==> config.mk <==
export PLATFORM = sky130hd
export DESIGN_NAME = ahb_lite_master_bridge_flat
export DESIGN_NICKNAME = d
export VERILOG_FILES = /design/src/rtl/ahb_lite_master_bridge_if.sv /design/src/rtl/ahb_lite_master_bridge.sv /design/src/flat_wrapper.sv
export SDC_FILE = /design/constraint.sdc
export NUM_CORES = 1
export LEC_CHECK = 0
export BUFFER_PORTS_ARGS = -buffer_cell sky130_fd_sc_hd__buf_2
export CAP_MARGIN = 10
export CORE_ASPECT_RATIO = 1.2
export CORE_MARGIN = 8
export CORE_UTILIZATION = 51
export DETAILED_ROUTE_END_ITERATION = 7
export MAX_ROUTING_LAYER = met4
export PLACE_DENSITY = 0.85
export SYNTH_ARGS = -nofsm -noshare
export SYNTH_HDL_FRONTEND = slang
export SYNTH_SLANG_ARGS = --single-unit
==> constraint.sdc <==
create_clock -name ahbclk -period 2.77 [get_ports ahbclk]
set_input_delay 0.554 -clock ahbclk [delete_from_list [all_inputs] [get_ports ahbclk]]
set_output_delay 0.554 -clock ahbclk [all_outputs]
set_load 0.05 [all_outputs]
==> src/rtl/ahb_lite_master_bridge_if.sv <==
// ----------------------------------------------------------------------------
// ahb_lite_master_bridge_if
//   AHB-Lite single-master bus bundle.
//
//   Signals:
//     HADDR   AW   address phase byte address
//     HTRANS  2    IDLE=00 / NONSEQ=10
//     HWRITE  1    1=write
//     HSIZE   3    transfer size
//     HBURST  3    burst type
//     HPROT   4    protection attributes
//     HWDATA  DW   write data (data phase)
//     HRDATA  DW   read data (data phase)
//     HREADY  1    transfer ready / data phase complete
//     HRESP   1    0=OKAY, 1=ERROR
//
//   Modports:
//     master  drives address/control/write data, samples HRDATA/HREADY/HRESP
//     slave   the opposite view
// ----------------------------------------------------------------------------
interface ahb_lite_master_bridge_if #(
    parameter int AW = 32,
    parameter int DW = 32
);
    logic [AW-1:0] HADDR;
    logic [1:0]    HTRANS;
    logic          HWRITE;
    logic [2:0]    HSIZE;
    logic [2:0]    HBURST;
    logic [3:0]    HPROT;
    logic [DW-1:0] HWDATA;
    logic [DW-1:0] HRDATA;
    logic          HREADY;
    logic          HRESP;

    modport master (
        output HADDR, HTRANS, HWRITE, HSIZE, HBURST, HPROT, HWDATA,
        input  HRDATA, HREADY, HRESP
    );

    modport slave (
        input  HADDR, HTRANS, HWRITE, HSIZE, HBURST, HPROT, HWDATA,
        output HRDATA, HREADY, HRESP
    );
endinterface

==> src/rtl/ahb_lite_master_bridge.sv <==
// ----------------------------------------------------------------------------
// ahb_lite_master_bridge
//   Turns a valid/ready request stream (addr, wr_data, rd0_wr1) into single
//   word NONSEQ transfers on an AHB-Lite master bus. Requests are queued in a
//   DEPTH-entry command FIFO; the head of the FIFO drives the address phase
//   combinationally while the previous transfer sits in a one-entry data
//   phase slot, so back-to-back transfers run at one per cycle.
//
//   Ports:
//     ahbclk, ahbrst     clock, synchronous active-high reset
//     i_valid/o_ready    request handshake
//     i_addr, i_wr_data, i_rd0_wr1   request payload
//     o_rd_data, o_rd_valid          read return (one-cycle pulse)
//     o_err, o_err_addr, i_err_clr   sticky bus error and its address
//     o_idle             nothing queued, nothing in flight
//     ahb                AHB-Lite master modport
//
//   Request handshake: a request is transferred on every rising edge where
//   i_valid and o_ready are both high. o_ready depends only on registered
//   state (FIFO not full), never on i_valid. The requester holds its payload
//   stable while i_valid is high and o_ready is low.
// ----------------------------------------------------------------------------
module ahb_lite_master_bridge #(
    parameter int DEPTH = 4,
    parameter int AW    = 32,
    parameter int DW    = 32
) (
    input  logic                          ahbclk,
    input  logic                          ahbrst,
    input  logic                          i_valid,
    input  logic [AW-1:0]                 i_addr,
    input  logic [DW-1:0]                 i_wr_data,
    input  logic                          i_rd0_wr1,
    output logic                          o_ready,
    output logic [DW-1:0]                 o_rd_data,
    output logic                          o_rd_valid,
    output logic                          o_err,
    output logic [AW-1:0]                 o_err_addr,
    input  logic                          i_err_clr,
    output logic                          o_idle,
    ahb_lite_master_bridge_if.master      ahb
);

    localparam int PW = $clog2(DEPTH);

    localparam logic [1:0] HTRANS_IDLE   = 2'b00;
    localparam logic [1:0] HTRANS_NONSEQ = 2'b10;

    // Command FIFO storage (no reset needed; validity comes from pointers)
    logic [AW-1:0] fifo_addr  [DEPTH];
    logic [DW-1:0] fifo_wdata [DEPTH];
    logic          fifo_wr    [DEPTH];

    // Pointers carry one extra wrap bit to tell full from empty
    logic [PW:0]   wr_ptr;
    logic [PW:0]   rd_ptr;
    logic          fifo_empty;
    logic          fifo_full;

    logic [AW-1:0] head_addr;
    logic [AW-1:0] head_addr_aligned;
    logic [DW-1:0] head_wdata;
    logic          head_wr;

    // Data phase slot
    logic          slot_valid;
    logic          slot_write;
    logic [AW-1:0] slot_addr;
    logic [DW-1:0] hwdata_q;

    // Set during the second cycle of an ERROR response: suppresses issue
    logic          cancel;

    logic          push;
    logic          nonseq;
    logic          accept;
    logic          complete;
    logic          err_cycle1;
    logic          rd_done;

    // ------------------------------------------------------------------
    // FIFO status and head
    // ------------------------------------------------------------------
    assign fifo_empty = (wr_ptr == rd_ptr);
    assign fifo_full  = (wr_ptr[PW] != rd_ptr[PW]) &&
                        (wr_ptr[PW-1:0] == rd_ptr[PW-1:0]);

    assign head_addr         = fifo_addr[rd_ptr[PW-1:0]];
    assign head_wdata        = fifo_wdata[rd_ptr[PW-1:0]];
    assign head_wr           = fifo_wr[rd_ptr[PW-1:0]];
    assign head_addr_aligned = head_addr & {{(AW-2){1'b1}}, 2'b00};

    assign o_ready = !fifo_full;
    assign push    = i_valid && o_ready;

    // ------------------------------------------------------------------
    // Address phase: driven straight from the FIFO head. While HREADY is
    // low the head does not move, so address/control stay stable.
    // HADDR/HWRITE read zero when nothing is queued.
    // ------------------------------------------------------------------
    assign nonseq   = !fifo_empty && !cancel;
    assign accept   = nonseq && ahb.HREADY;

    assign ahb.HTRANS = nonseq ? HTRANS_NONSEQ : HTRANS_IDLE;
    assign ahb.HADDR  = fifo_empty ? '0 : head_addr_aligned;
    assign ahb.HWRITE = !fifo_empty && head_wr;
    assign ahb.HSIZE  = 3'b010;
    assign ahb.HBURST = 3'b000;
    assign ahb.HPROT  = 4'b0011;
    assign ahb.HWDATA = hwdata_q;

    // ------------------------------------------------------------------
    // Data phase
    // ------------------------------------------------------------------
    assign complete   = slot_valid && ahb.HREADY;
    assign err_cycle1 = slot_valid && ahb.HRESP && !ahb.HREADY;
    // The cancel cycle always carries HRESP=1, but gate on cancel as well so
    // an errored read can never report data.
    assign rd_done    = complete && !slot_write && !ahb.HRESP && !cancel;

    assign o_idle = fifo_empty && !slot_valid && !cancel;

    // FIFO storage write
    always_ff @(posedge ahbclk) begin
        if (push) begin
            fifo_addr[wr_ptr[PW-1:0]]  <= i_addr;
            fifo_wdata[wr_ptr[PW-1:0]] <= i_wr_data;
            fifo_wr[wr_ptr[PW-1:0]]    <= i_rd0_wr1;
        end
    end

    // Control state
    always_ff @(posedge ahbclk) begin
        if (ahbrst) begin
            wr_ptr     <= '0;
            rd_ptr     <= '0;
            slot_valid <= 1'b0;
            slot_write <= 1'b0;
            slot_addr  <= '0;
            hwdata_q   <= '0;
            cancel     <= 1'b0;
            o_rd_valid <= 1'b0;
            o_rd_data  <= '0;
            o_err      <= 1'b0;
            o_err_addr <= '0;
        end else begin
            if (push) begin
                wr_ptr <= wr_ptr + 1'b1;
            end

            // A new accept reloads the slot even if the old phase completes
            // in the same cycle; otherwise a completing phase empties it.
            if (accept) begin
                rd_ptr     <= rd_ptr + 1'b1;
                slot_valid <= 1'b1;
                slot_write <= head_wr;
                slot_addr  <= head_addr_aligned;
                hwdata_q   <= head_wdata;
            end else if (complete) begin
                slot_valid <= 1'b0;
            end

            if (err_cycle1) begin
                cancel <= 1'b1;
            end else if (cancel && ahb.HREADY) begin
                cancel <= 1'b0;
            end

            o_rd_valid <= rd_done;
            if (rd_done) begin
                o_rd_data <= ahb.HRDATA;
            end

            // Only the first error since the last clear records its address;
            // a fresh error wins over a simultaneous clear.
            if (err_cycle1) begin
                o_err <= 1'b1;
                if (!o_err) begin
                    o_err_addr <= slot_addr;
                end
            end else if (i_err_clr) begin
                o_err <= 1'b0;
            end
        end
    end

endmodule
==> src/flat_wrapper.sv <==
// flat-port wrapper written by rule: the top's interface ports become plain ports
module ahb_lite_master_bridge_flat 
#(
    parameter int DEPTH = 4,
    parameter int AW    = 32,
    parameter int DW    = 32
)
  (ahbclk, ahbrst, i_valid, i_addr, i_wr_data, i_rd0_wr1, o_ready, o_rd_data, o_rd_valid, o_err, o_err_addr, i_err_clr, o_idle, ahb_HADDR, ahb_HTRANS, ahb_HWRITE, ahb_HSIZE, ahb_HBURST, ahb_HPROT, ahb_HWDATA, ahb_HRDATA, ahb_HREADY, ahb_HRESP);
  ahb_lite_master_bridge_if #(.AW(AW), .DW(DW)) ahb_i ();
  input  logic ahbclk;
  input  logic ahbrst;
  input  logic i_valid;
  input  logic [AW-1:0] i_addr;
  input  logic [DW-1:0] i_wr_data;
  input  logic i_rd0_wr1;
  output logic o_ready;
  output logic [DW-1:0] o_rd_data;
  output logic o_rd_valid;
  output logic o_err;
  output logic [AW-1:0] o_err_addr;
  input  logic i_err_clr;
  output logic o_idle;
  output wire logic [$bits(ahb_i.HADDR)-1:0] ahb_HADDR;
  output wire logic [$bits(ahb_i.HTRANS)-1:0] ahb_HTRANS;
  output wire logic [$bits(ahb_i.HWRITE)-1:0] ahb_HWRITE;
  output wire logic [$bits(ahb_i.HSIZE)-1:0] ahb_HSIZE;
  output wire logic [$bits(ahb_i.HBURST)-1:0] ahb_HBURST;
  output wire logic [$bits(ahb_i.HPROT)-1:0] ahb_HPROT;
  output wire logic [$bits(ahb_i.HWDATA)-1:0] ahb_HWDATA;
  input wire logic [$bits(ahb_i.HRDATA)-1:0] ahb_HRDATA;
  input wire logic [$bits(ahb_i.HREADY)-1:0] ahb_HREADY;
  input wire logic [$bits(ahb_i.HRESP)-1:0] ahb_HRESP;
  assign ahb_HADDR = ahb_i.HADDR;
  assign ahb_HTRANS = ahb_i.HTRANS;
  assign ahb_HWRITE = ahb_i.HWRITE;
  assign ahb_HSIZE = ahb_i.HSIZE;
  assign ahb_HBURST = ahb_i.HBURST;
  assign ahb_HPROT = ahb_i.HPROT;
  assign ahb_HWDATA = ahb_i.HWDATA;
  assign ahb_i.HRDATA = ahb_HRDATA;
  assign ahb_i.HREADY = ahb_HREADY;
  assign ahb_i.HRESP = ahb_HRESP;
  ahb_lite_master_bridge #(.DEPTH(DEPTH), .AW(AW), .DW(DW)) u_core (.ahbclk(ahbclk), .ahbrst(ahbrst), .i_valid(i_valid), .i_addr(i_addr), .i_wr_data(i_wr_data), .i_rd0_wr1(i_rd0_wr1), .o_ready(o_ready), .o_rd_data(o_rd_data), .o_rd_valid(o_rd_valid), .o_err(o_err), .o_err_addr(o_err_addr), .i_err_clr(i_err_clr), .o_idle(o_idle), .ahb(ahb_i));
endmodule
==> metrics.md, run 1 <==
| Metric | Value |
|---|---|
| Die Area | 35150 um2 |
| Worst Hold Launch | i_addr[12] |
| Post-DP HPWL | 21.58 mm |
| Worst flop-to-flop path startpoint | u_core.wr_ptr[0] |
| Top cells by area, synth | edfxtp_1 50%, dfxtp_1 18%, mux4_2 9.0% |
| Synthesized area per cell | 14.94 um2 |
| Die H | 203.8 um |
| Largest net degree at the start of global routing | 69 |
| Initial antenna violation count | 10 |
| Buffers on Ports | 230 |
| Layout Nets | 1337 |
| Hold Fails Final Rpt | 0 |
| First-pass GRT wire length | 50.74 mm |
| Async SR Flop Fraction | 0 |
| Worst R2R Path Depth | 4 |
| Design area | 17860 um2 |
| CTS tree | done |
| Max Cap Violations | 0 |
| Worst r2r dst | u_core.fifo_addr[0][29] |
| Reg clk slew, reported paths | 0.07 ns |
| Worst Hold Depth | 1 |
| Via-to-Cell Ratio | 5.358 |
| Worst-margin pin slew | 0.6897 ns |
| Status | complete, no violations |
| Fin crit period | 2.648 ns |
| Max-slew violations | 0 |
| Core ar. | 28840 um2 |
| Vias in the first global route | 9262 |
| Startpoint types | flop |
| Num rows | 68 |
| Die W | 172.5 um |
| Final ANT Viol Nets | 0 |
| Top cells by count, synth | 252 x edfxtp_1, 190 x nand2_1, 137 x dfxtp_1 |
| Flop-to-flop setup slack | 0.71 ns |
| CTS buffer count | 38 |
| Overall Global Routing Usage | 0.1913 |
| Area of the mapped netlist | 14990 um2 |
| Placed cell area | 16590 um2 |
| Clock Tree Buf Depth | 3 |
| YS warnings | 0 |
| Initial core utilization | 0.5196 |
| Slew HR | 0.5402 |
| Worst hold path type | in -> reg |
| CP Class | reg -> out |
| Synth Flop Type | edfxtp_1 |
| F_max | 377.6 MHz |
| DRC viols | 0 |
| RSZ-0062 raised after global routing | false |
| Cell with the most instances after synthesis | edfxtp_1 |
| Slowest stage delay, CP | 0.50 ns |
| Critical Path RT | 2.22 ns |
| Synth Instances | 1003 |
| DR iter-0 viols | 506 |
| Period utilisation layout | 0.9560 |
| Hold endpoint | u_core.fifo_addr[3][12] |
| CTS Hold Bufs | 0 |
| Max IR drop VDD | 762.2 uV |
| Max FO, Critical Path | 33 |
| Arrival @ worst endpoint | 2.09 ns |
| GPL Wtd Cong | 0.8046 |
| H-tree lvl count | 2 |
| Setup crit end kind | output port |
| Setup total negative slack | 0 ns |
| PwrDens | 903.6 nW/um2 |
| Leakage | 6.671 nW |
| Share of cells above drive strength 1 | 0.3122 |
| Hold WS | 0.2496 ns |
| Routed len/inst | 19.88 um |
| Post-synth cell types | 41 |
| Critical Path, Cell by Cell | xnor2_1 > nand3_1 > buf_6 > and2_1 > buf_2 |
| Post-route clock skew | 0.01355 ns |
| Root buffer cell | clkbuf_16 |
| First-pass DRT Iterations | 4 |
| Post-synth EDFFs | 252 |
| Area grow syn2layout | 19.19% |
| CTS sink cnt | 389 |
| Io pins | 248 |
| #FFs+latches synth | 389 |
| Global route total overflow | 0 |
| DRT Wirelength | 32.88 mm |
| Clk_lat worst skew | 0.51 ns |
| Area leader, netlist | edfxtp_1 |
| Via count | 8862 |
| Top-area cell type share of the netlist area | 0.5050 |
| Slowest cell on the critical path | dfxtp_1 |
| Sequential element share of the synthesized area | 0.6880 |
| Final Core Density | 0.6193 |
| # setup viols final | 0 |
==> worst max-delay path: cells and delay by family, from the launching register on <==
kind          cells  cell delay, ns
xor+xnor          1            0.16
buf+inv           2            0.55
simple gates      2            0.35
flops             1            0.50
==> per-stage QoR <==
stage | cells | worst slack, ns | total power [mW]
finish | 1654 | 0.1219 | 16.14
global route | 1654 | 0.01021 | 16.79
CTS | 1644 | 0.008061 | 16.33
floorplan | 1016 | 0.1339 | 10.24
global placement | 1574 | 0.6325 | 11.18
detailed placement | 1574 | 0.5789 | 11.27
==> registers in the layout (all words and copies together) (netlist names), named ones only <==
name / cells
u_core.fifo_addr: 120
u_core.fifo_wr: 4
u_core.slot_addr: 30
u_core.slot_valid: 1
u_core.cancel: 1
u_core.fifo_wdata: 128
u_core.slot_write: 1
u_core.wr_ptr: 3
u_core.o_rd_data: 32
u_core.o_err_addr: 30
u_core.rd_ptr: 3
u_core.ahb.HWDATA: 32
u_core.o_err: 1
u_core.o_rd_valid: 1
==> what timing repair did <==
action / CTS / global route
setup endpoints to repair: 0 / 32
buffers inserted: 0 / 0
gates resized for setup: 0 / 2
==> how the worst max path moves through the flow <==
stage	slack (ns)	cells after the start	start	end
6_report	0.12	5	u_core.wr_ptr[0]	ahb_HADDR[14]
3_5_place_dp	0.58	5	u_core.wr_ptr[0]	ahb_HADDR[14]
3_3_place_gp	0.63	5	u_core.wr_ptr[0]	ahb_HADDR[14]
4_1_cts	0.008	5	u_core.wr_ptr[0]	ahb_HADDR[14]
2_1_floorplan	0.13	5	u_core.rd_ptr[0]	o_idle
5_1_grt	0.01	5	u_core.wr_ptr[0]	ahb_HADDR[14]
==> final cells by class <==
cell class                      instances  area, um2
Antenna cell                           10      25.02
Clock buffer                           57       1139
Clock inverter                         13      95.09
Fill cell                            2098      10980
Inverter                                5      21.27
Multi-Input combinational cell        540       4255
Sequential cell                       389      10310
Tap cell                              385      481.7
Timing Repair Buffer                  255       1530
==> cells by family (layout without fill, tap and decap cells) <==
family          after synthesis  in the layout  synth area share
buf+inv                      87            330           0.03490
fa+ha+maj                     5              5          0.004175
mux                         131            131            0.1414
simple gates                276            276           0.08717
xor+xnor                      6              6          0.005010
flops                       389            389            0.6880
other cells                   2             25         0.0005011
compound gates              107            107           0.03891
==> where the power goes <==
group | internal, mW | leakage, nW | total, mW | switching, mW
sequential | 6.67 | 3.43 | 6.91 | 0.234
combinational | 1.40 | 2.64 | 4.21 | 2.81
clock | 2.95 | 0.605 | 5.02 | 2.07
==> layer usage <==
metal	share of wire	global-route usage	vias up	routed length, um
li1	-	-	4124	-
met1	0.39	0.2143	4391	12690
met2	0.50	0.3224	292	16590
met3	0.086	0.05320	55	2813
met4	0.024	0.06876	0	796
met5	0	-	-	0
==> cell usage in the layout, fill, tap and decap left out, types with 3 or more instances in the layout <==
cell type / netlist / layout
edfxtp_1: 252 / 252
buf_2: 10 / 230
nand2_1: 190 / 190
dfxtp_1: 137 / 133
mux2i_1: 65 / 65
a21oi_1: 65 / 65
mux4_2: 60 / 60
clkbuf_16: 0 / 41
nand3b_1: 33 / 33
and2_1: 35 / 31
o21ai_1: 26 / 26
conb_1: 2 / 15
buf_12: 3 / 15
diode_2: 0 / 10
clkbuf_1: 37 / 9
buf_4: 23 / 9
o21ai_0: 6 / 6
ha_1: 5 / 5
clkbuf_8: 0 / 5
inv_1: 4 / 4
and2_4: 0 / 4
dfxtp_2: 0 / 4
clkinv_2: 0 / 4
clkinv_1: 0 / 4
xor2_2: 3 / 3
nor3_1: 3 / 3
nor2_1: 3 / 3
mux4_1: 3 / 3
o311ai_1: 3 / 3
(Power assumes the default switching activity.)
==> run 2, diff against run 1 <==
--- a/config.mk
+++ b/config.mk
@@ -7,7 +7,7 @@
 export LEC_CHECK = 0
 export BUFFER_PORTS_ARGS = -buffer_cell sky130_fd_sc_hd__buf_2
 export CAP_MARGIN = 10
-export CORE_ASPECT_RATIO = 1.2
+export CORE_ASPECT_RATIO = 0.5
 export CORE_MARGIN = 8
 export CORE_UTILIZATION = 51
 export DETAILED_ROUTE_END_ITERATION = 7
==> run 2 against run 1 <==
Clock power shrank 4.4%. Critical path type unchanged. Global-route usage shrank 0.36 points. Clock skew increased by 0.014 ns. Non-clock buffer count is 2 higher. Hold slack worse by 0.0092 ns. Critical endpoint is now ahb_HADDR[11].
==> metrics.md, run 2 (synthesis gave the netlist of run 1 again) <==
| Metric | Value |
|---|---|
| Initial core utilization | 0.5175 (was 0.5196) |
| Die H | 137.2 um (was 203.8 um) |
| Comb power frac | 0.265 (was 0.261) |
| CTS Hold Bufs | 0 (unchanged) |
| Switching portion of total power | 0.3223 (was 0.3174) |
| CTS buffer count | 35 (was 38) |
| Flop-to-flop setup slack | 0.76 ns (was 0.71 ns) |
| Max IR drop VDD | 423.0 uV (was 762.2 uV) |
| Clock Tree Buf Depth | 3 (unchanged) |
| Io pins | 248 (unchanged) |
| Setup crit end kind | output port (unchanged) |
| CTS tree | done (unchanged) |
| Commonest cells after routing, fill and taps aside | 252 x edfxtp_1, 229 x buf_2, 190 x nand2_1 (was 252 x edfxtp_1, 230 x buf_2, 190 x nand2_1) |
| First-pass GRT wire length | 50.86 mm (was 50.74 mm) |
| Clk pwr share | 0.302 (was 0.311) |
| Critical Path RT | 2.22 ns (about the same) |
| Die Area | 35460 um2 (was 35150 um2) |
| Worst hold path type | in -> reg (unchanged) |
| Fin crit period | 2.652 ns (was 2.648 ns) |
| Root buffer cell | clkbuf_16 (unchanged) |
| # setup viols final | 0 (unchanged) |
| Core ar. | 28960 um2 (was 28840 um2) |
| Share of cells above drive strength 1 | 0.3139 (was 0.3122) |
| Startpoint types | flop (unchanged) |
| Final Core Density | 0.6125 (was 0.6193) |
| Initial antenna violation count | 3 (was 10) |
| Design area | 17740 um2 (was 17860 um2) |
| Hold endpoint | u_core.fifo_wdata[1][16] (was u_core.fifo_addr[3][12]) |
| PwrDens | 896.5 nW/um2 (was 903.6 nW/um2) |
| Setup total negative slack | 0 ns (unchanged) |
| RSZ-0062 raised after global routing | false (unchanged) |
| Num rows | 44 (was 68) |
| Leakage | 6.621 nW (was 6.671 nW) |
| Max reg flops | 128 (unchanged) |
| CP Class | reg -> out (unchanged) |
| Metal3 WL | 1.818 mm (was 2.813 mm) |
| CTS sink cnt | 389 (unchanged) |
| Period utilisation layout | 0.9574 (was 0.9560) |
| DP Cell Count | 1582 (was 1574) |
| DR iter-0 viols | 707 (was 506) |
| M1 WL | 12.80 mm (was 12.69 mm) |
| Worst flop-to-flop path startpoint | u_core.wr_ptr[1] (was u_core.wr_ptr[0]) |
| Most common cell after layout, fill and taps aside | edfxtp_1 (unchanged) |
| DRT Wirelength | 33.44 mm (was 32.88 mm) |
| Final worst slack | 0.1179 ns (was 0.1219 ns) |
| Clk_lat worst skew | 0.52 ns (was 0.51 ns) |
| Post-route insts no fill | 1649 (was 1654) |
| Buffers on Ports | 230 (unchanged) |
| Post-DP HPWL | 21.78 mm (was 21.58 mm) |
| Worst Hold Launch | i_wr_data[16] (was i_addr[12]) |
| Routed len/inst | 20.28 um (was 19.88 um) |
| GPL Wtd Cong | 0.8010 (was 0.8046) |
| First-pass DRT Iterations | 5 (was 4) |
| Final ANT Viol Nets | 0 (unchanged) |
| H-tree lvl count | 2 (unchanged) |
| Met2 Wirelength | 17.83 mm (was 16.59 mm) |
| Layout Nets | 1336 (was 1337) |
| Status | complete, no violations (unchanged) |
| Hold Fails Final Rpt | 0 (unchanged) |
| DP Worst Slack | 0.5321 ns (was 0.5789 ns) |
| Worst R2R Path Depth | 4 (unchanged) |
| Worst r2r dst | u_core.fifo_addr[3][30] (was u_core.fifo_addr[0][29]) |
| Vias in the first global route | 9132 (was 9262) |
| Via count | 8877 (was 8862) |
| Placed cell area | 16560 um2 (was 16590 um2) |
| Post-route clock skew | 0.02749 ns (was 0.01355 ns) |
| Internal power | 10.78 mW (was 11.02 mW) |
| Worst-margin pin slew | 0.8416 ns (was 0.6897 ns) |
| Sequential share of power | 0.433 (was 0.428) |
| Reg clk slew, reported paths | 0.07 ns (about the same) |
| Overall Global Routing Usage | 0.1877 (was 0.1913) |
| DRC viols | 0 (unchanged) |
| Die W | 258.4 um (was 172.5 um) |
| Max FO, Critical Path | 32 (was 33) |
| Via-to-Cell Ratio | 5.383 (was 5.358) |
| Slew HR | 0.4390 (was 0.5402) |
| F_max | 377.1 MHz (was 377.6 MHz) |
| Area grow syn2layout | 18.35% (was 19.19%) |
| Arrival @ worst endpoint | 2.10 ns (was 2.09 ns) |
| Global route total overflow | 0 (unchanged) |
| Psw | 5.125 mW (was 5.123 mW) |
| Max-slew violations | 0 (unchanged) |
| Largest net degree at the start of global routing | 76 (was 69) |
| Max Cap Violations | 0 (unchanged) |
| Top Layer Used | met4 (unchanged) |
| Worst Hold Depth | 1 (unchanged) |
run 2: area by class of cell:
type,instances,area (um2)
fill,2080,11220
sequential,389,10320
multi-input combinational,540,4255
timing repair buffer,257,1505
clock buffer,47,982.2
tap,391,489.2
clock inverter,17,158.9
inverter,5,21.27
antenna,3,7.507
run 2: metrics by stage:
stage / power (mW) / hold WS, ns
3_3_place_gp: 11.12 / 0.4384
5_1_grt: 16.50 / 0.2185
2_1_floorplan: 10.24 / 0.4322
6_report: 15.90 / 0.2404
3_5_place_dp: 11.23 / 0.4445
4_1_cts: 16.02 / 0.2205
run 2: how the worst max path moves through the flow:
| stage | end | cells past startpoint | slack (ns) | from |
|---|---|---|---|---|
| 6_report | ahb_HADDR[11] | 5 | 0.12 | u_core.wr_ptr[1] |
| 2_1_floorplan | o_idle | 5 | 0.13 | u_core.rd_ptr[0] |
| 3_5_place_dp | ahb_HADDR[11] | 4 | 0.53 | flop |
| 5_1_grt | ahb_HADDR[16] | 4 | 0.03 | flop |
| 4_1_cts | o_idle | 4 | 0.04 | u_core.wr_ptr[1] |
| 3_3_place_gp | ahb_HWRITE | 4 | 0.53 | flop |
run 2: per-layer routing:
layer,global-route usage,vias up
met4,0.06065,0
li1,-,4114
met5,-,-
met2,0.3402,245
met3,0.03785,69
met1,0.2096,4449
run 2: power groups by stage:
stage / clock, mW / sequential, mW / combinational (mW)
floorplan: 0 / 7.42 / 2.82
detailed placement: 0 / 7.00 / 4.23
global route: 5.14 / 6.93 / 4.43
global placement: 0 / 6.97 / 4.15
CTS: 4.89 / 6.88 / 4.25
finish: 4.80 / 6.89 / 4.21
run 2: repair_timing:
action                                  in CTS  in global routing
hold endpoints to repair                     0                  0
resized for setup                            2                  5
setup buffers                                0                  0
endpoints found under the setup margin      13                  4
run 2: worst max-delay path: stages (launching register included):
cell	delay (ns)
dfxtp_2	0.37
xnor2_1	0.32
nand3_1	0.24
buf_6	0.25
and2_1	0.19
buf_2	0.22
==> run 3, diff against run 2 <==
--- a/config.mk
+++ b/config.mk
@@ -12,7 +12,7 @@
 export CORE_UTILIZATION = 51
 export DETAILED_ROUTE_END_ITERATION = 7
 export MAX_ROUTING_LAYER = met4
-export PLACE_DENSITY = 0.85
+export PLACE_DENSITY = 0.79
 export SYNTH_ARGS = -nofsm -noshare
 export SYNTH_HDL_FRONTEND = slang
 export SYNTH_SLANG_ARGS = --single-unit
==> run 3 against run 2 <==
Maximum frequency grew 0.75%. Critical path depth is 1 lower. Hold slack better by 0.0093 ns. Sequential cell count unchanged. Sequential power about the same. Register-to-register slack got worse by 0.03 ns. Final area about the same. Via count is 0.11% lower. First-iteration DRC count decreased by 21%. Combinational power is essentially flat. Power fell by 1.2%. Largest cell class unchanged. Highest routed layer unchanged.
==> metrics.md, run 3 (synthesis gave the netlist of run 1 again) <==
| Metric | Value |
|---|---|
| Status | complete, no violations (unchanged) |
| Routed len/inst | 19.99 um (was 20.28 um) |
| Critical Path, Cell by Cell | buf_12 > mux4_2 > and2_1 > buf_2 (was xnor2_1 > nand3_1 > buf_6 > and2_1 > buf_2) |
| Leakage | 6.617 nW (was 6.621 nW) |
| Critical Path RT | 2.22 ns (about the same) |
| CTS Hold Bufs | 0 (unchanged) |
| Max-slew violations | 0 (unchanged) |
| Max reg flops | 128 (unchanged) |
| First-pass DRT Iterations | 5 (unchanged) |
| Max Cap Violations | 0 (unchanged) |
| Die Area | 35460 um2 (unchanged) |
| Final ANT Viol Nets | 0 (unchanged) |
| CP Class | reg -> out (unchanged) |
| Global route total overflow | 0 (unchanged) |
| Worst-margin pin slew | 0.8464 ns (was 0.8416 ns) |
| Hold Fails Final Rpt | 0 (unchanged) |
| Overall Global Routing Usage | 0.1859 (was 0.1877) |
| Vias in the first global route | 9000 (was 9132) |
| Fin crit period | 2.632 ns (was 2.652 ns) |
| Arrival @ worst endpoint | 2.08 ns (was 2.10 ns) |
| Placed cell area | 16630 um2 (was 16560 um2) |
| Slowest stage delay, CP | 0.55 ns (was 0.37 ns) |
| Via-to-Cell Ratio | 5.364 (was 5.383) |
| Reg clk slew, reported paths | 0.07 ns (about the same) |
| Root buffer cell | clkbuf_16 (unchanged) |
| Layout Nets | 1340 (was 1336) |
| F_max | 379.9 MHz (was 377.1 MHz) |
| H-tree lvl count | 2 (unchanged) |
| Area grow syn2layout | 18.33% (was 18.35%) |
| Period utilisation layout | 0.9503 (was 0.9574) |
| Clk_lat worst skew | 0.51 ns (was 0.52 ns) |
| Io pins | 248 (unchanged) |
| Slowest cell on the critical path | mux4_2 (was dfxtp_2) |
| Startpoint types | flop (unchanged) |
| GPL Wtd Cong | 0.8142 (was 0.8010) |
| Post-route clock skew | 0.01779 ns (was 0.02749 ns) |
| Share of cells above drive strength 1 | 0.3111 (was 0.3139) |
| DRT Wirelength | 33.04 mm (was 33.44 mm) |
| Core ar. | 28960 um2 (unchanged) |
| Die H | 137.2 um (unchanged) |
| Die W | 258.4 um (unchanged) |
| Clock Tree Buf Depth | 3 (unchanged) |
| Design area | 17730 um2 (was 17740 um2) |
| DR iter-0 viols | 557 (was 707) |
| Delay-heaviest family, CP | multiplexers (was buffers and inverters) |
| Num rows | 44 (unchanged) |
| First-pass GRT wire length | 50.40 mm (was 50.86 mm) |
| Initial core utilization | 0.5175 (unchanged) |
| DRC viols | 0 (unchanged) |
| # setup viols final | 0 (unchanged) |
| CTS tree | done (unchanged) |
| Commonest cells after routing, fill and taps aside | 252 x edfxtp_1, 229 x buf_2, 190 x nand2_1 (unchanged) |
| Setup crit end kind | output port (unchanged) |
| Buffers on Ports | 230 (unchanged) |
| Slew HR | 0.4357 (was 0.4390) |
| Worst hold path type | in -> reg (unchanged) |
| Post-DP HPWL | 21.58 mm (was 21.78 mm) |
| CTS sink cnt | 389 (unchanged) |
| Setup total negative slack | 0 ns (unchanged) |
| Total power | 15.72 mW (was 15.90 mW) |
| Via count | 8867 (was 8877) |
| Most common cell after layout, fill and taps aside | edfxtp_1 (unchanged) |
| Largest net degree at the start of global routing | 76 (unchanged) |
| CTS buffer count | 35 (unchanged) |
| Initial antenna violation count | 4 (was 3) |
| Bufs and invs on worst path | 2 (unchanged) |
| Max FO, Critical Path | 22 (was 32) |
| Max IR drop VDD | 447.9 uV (was 423.0 uV) |
| PwrDens | 886.3 nW/um2 (was 896.5 nW/um2) |
==> run 3: cell count changes in the layout (fill, tap and decap cells not counted), sizes merged <==
cell      before  now
clkbuf        47   46
diode          3    5
inv            7    6
clkinvlp       4    3
buf          257  260
clkinv         9   11
==> run 3: power by group <==
part	switching (mW)	leakage [nW]	internal [mW]
Clock	2.04	0.525	2.59
Sequential	0.218	3.43	6.67
Combinational	2.81	2.66	1.39
==> run 3: cell type report <==
| type | count | area, um2 |
|---|---|---|
| sequential | 389 | 10310 |
| antenna | 5 | 12.51 |
| tap | 391 | 489.2 |
| clock inverter | 17 | 150.1 |
| inverter | 5 | 21.27 |
| multi-input combinational | 540 | 4250 |
| fill | 2164 | 11230 |
| timing repair buffer | 261 | 1562 |
| clock buffer | 45 | 933.4 |
==> run 3: layer usage <==
layer / global-route usage / part of all wire / vias to the layer above
li1: - / - / 4113
met1: 0.2104 / 0.39 / 4436
met2: 0.3268 / 0.52 / 244
met3: 0.03712 / 0.054 / 74
met4: 0.07465 / 0.034 / 0
met5: - / 0 / -
==> run 3: path summary, 6_finish.rpt <==
check | start | cells after the start | endpoint | slack [ns]
setup / recovery | flop | 4 | ahb_HADDR[21] | 0.14
hold / removal | i_addr[2] | 1 | u_core.fifo_addr[1][2] | 0.25
setup reg to reg | u_core.wr_ptr[0] | 4 | u_core.fifo_wdata[2][9] | 0.73
hold reg to reg | u_core.slot_addr[21] | 2 | u_core.o_err_addr[21] | 0.45
==> run 3: what timing repair did <==
item | in CTS | in global routing
hold endpoints to repair | 0 | 0
gates resized for setup | 0 | 2
setup buffers | 0 | 0
endpoints found under the setup margin | 0 | 1
==> run 3: through the flow <==
step | cells | hold WS, ns | setup slack, ns | utilization
after floorplan | 1016 | 0.4322 | 0.1339 | -
after global placement | 1586 | 0.4377 | 0.6821 | 0.5741
after detailed placement | 1586 | 0.4467 | 0.6657 | 0.5741
after CTS | 1648 | 0.2213 | 0.09287 | 0.6116
after global routing | 1652 | 0.2244 | -0.01686 | 0.6123
final | 1653 | 0.2497 | 0.1377 | 0.6123
==> run 3: worst reg2reg max path, delay by kind of cell (launching register included) <==
kind | cells | cell delay (ns)
AND/OR/NAND/NOR | 1 | 0.41
AO/OA/AOI/OAI | 1 | 0.26
XOR/XNOR | 1 | 0.34
buffers and inverters | 1 | 0.23
flip-flops | 1 | 0.49
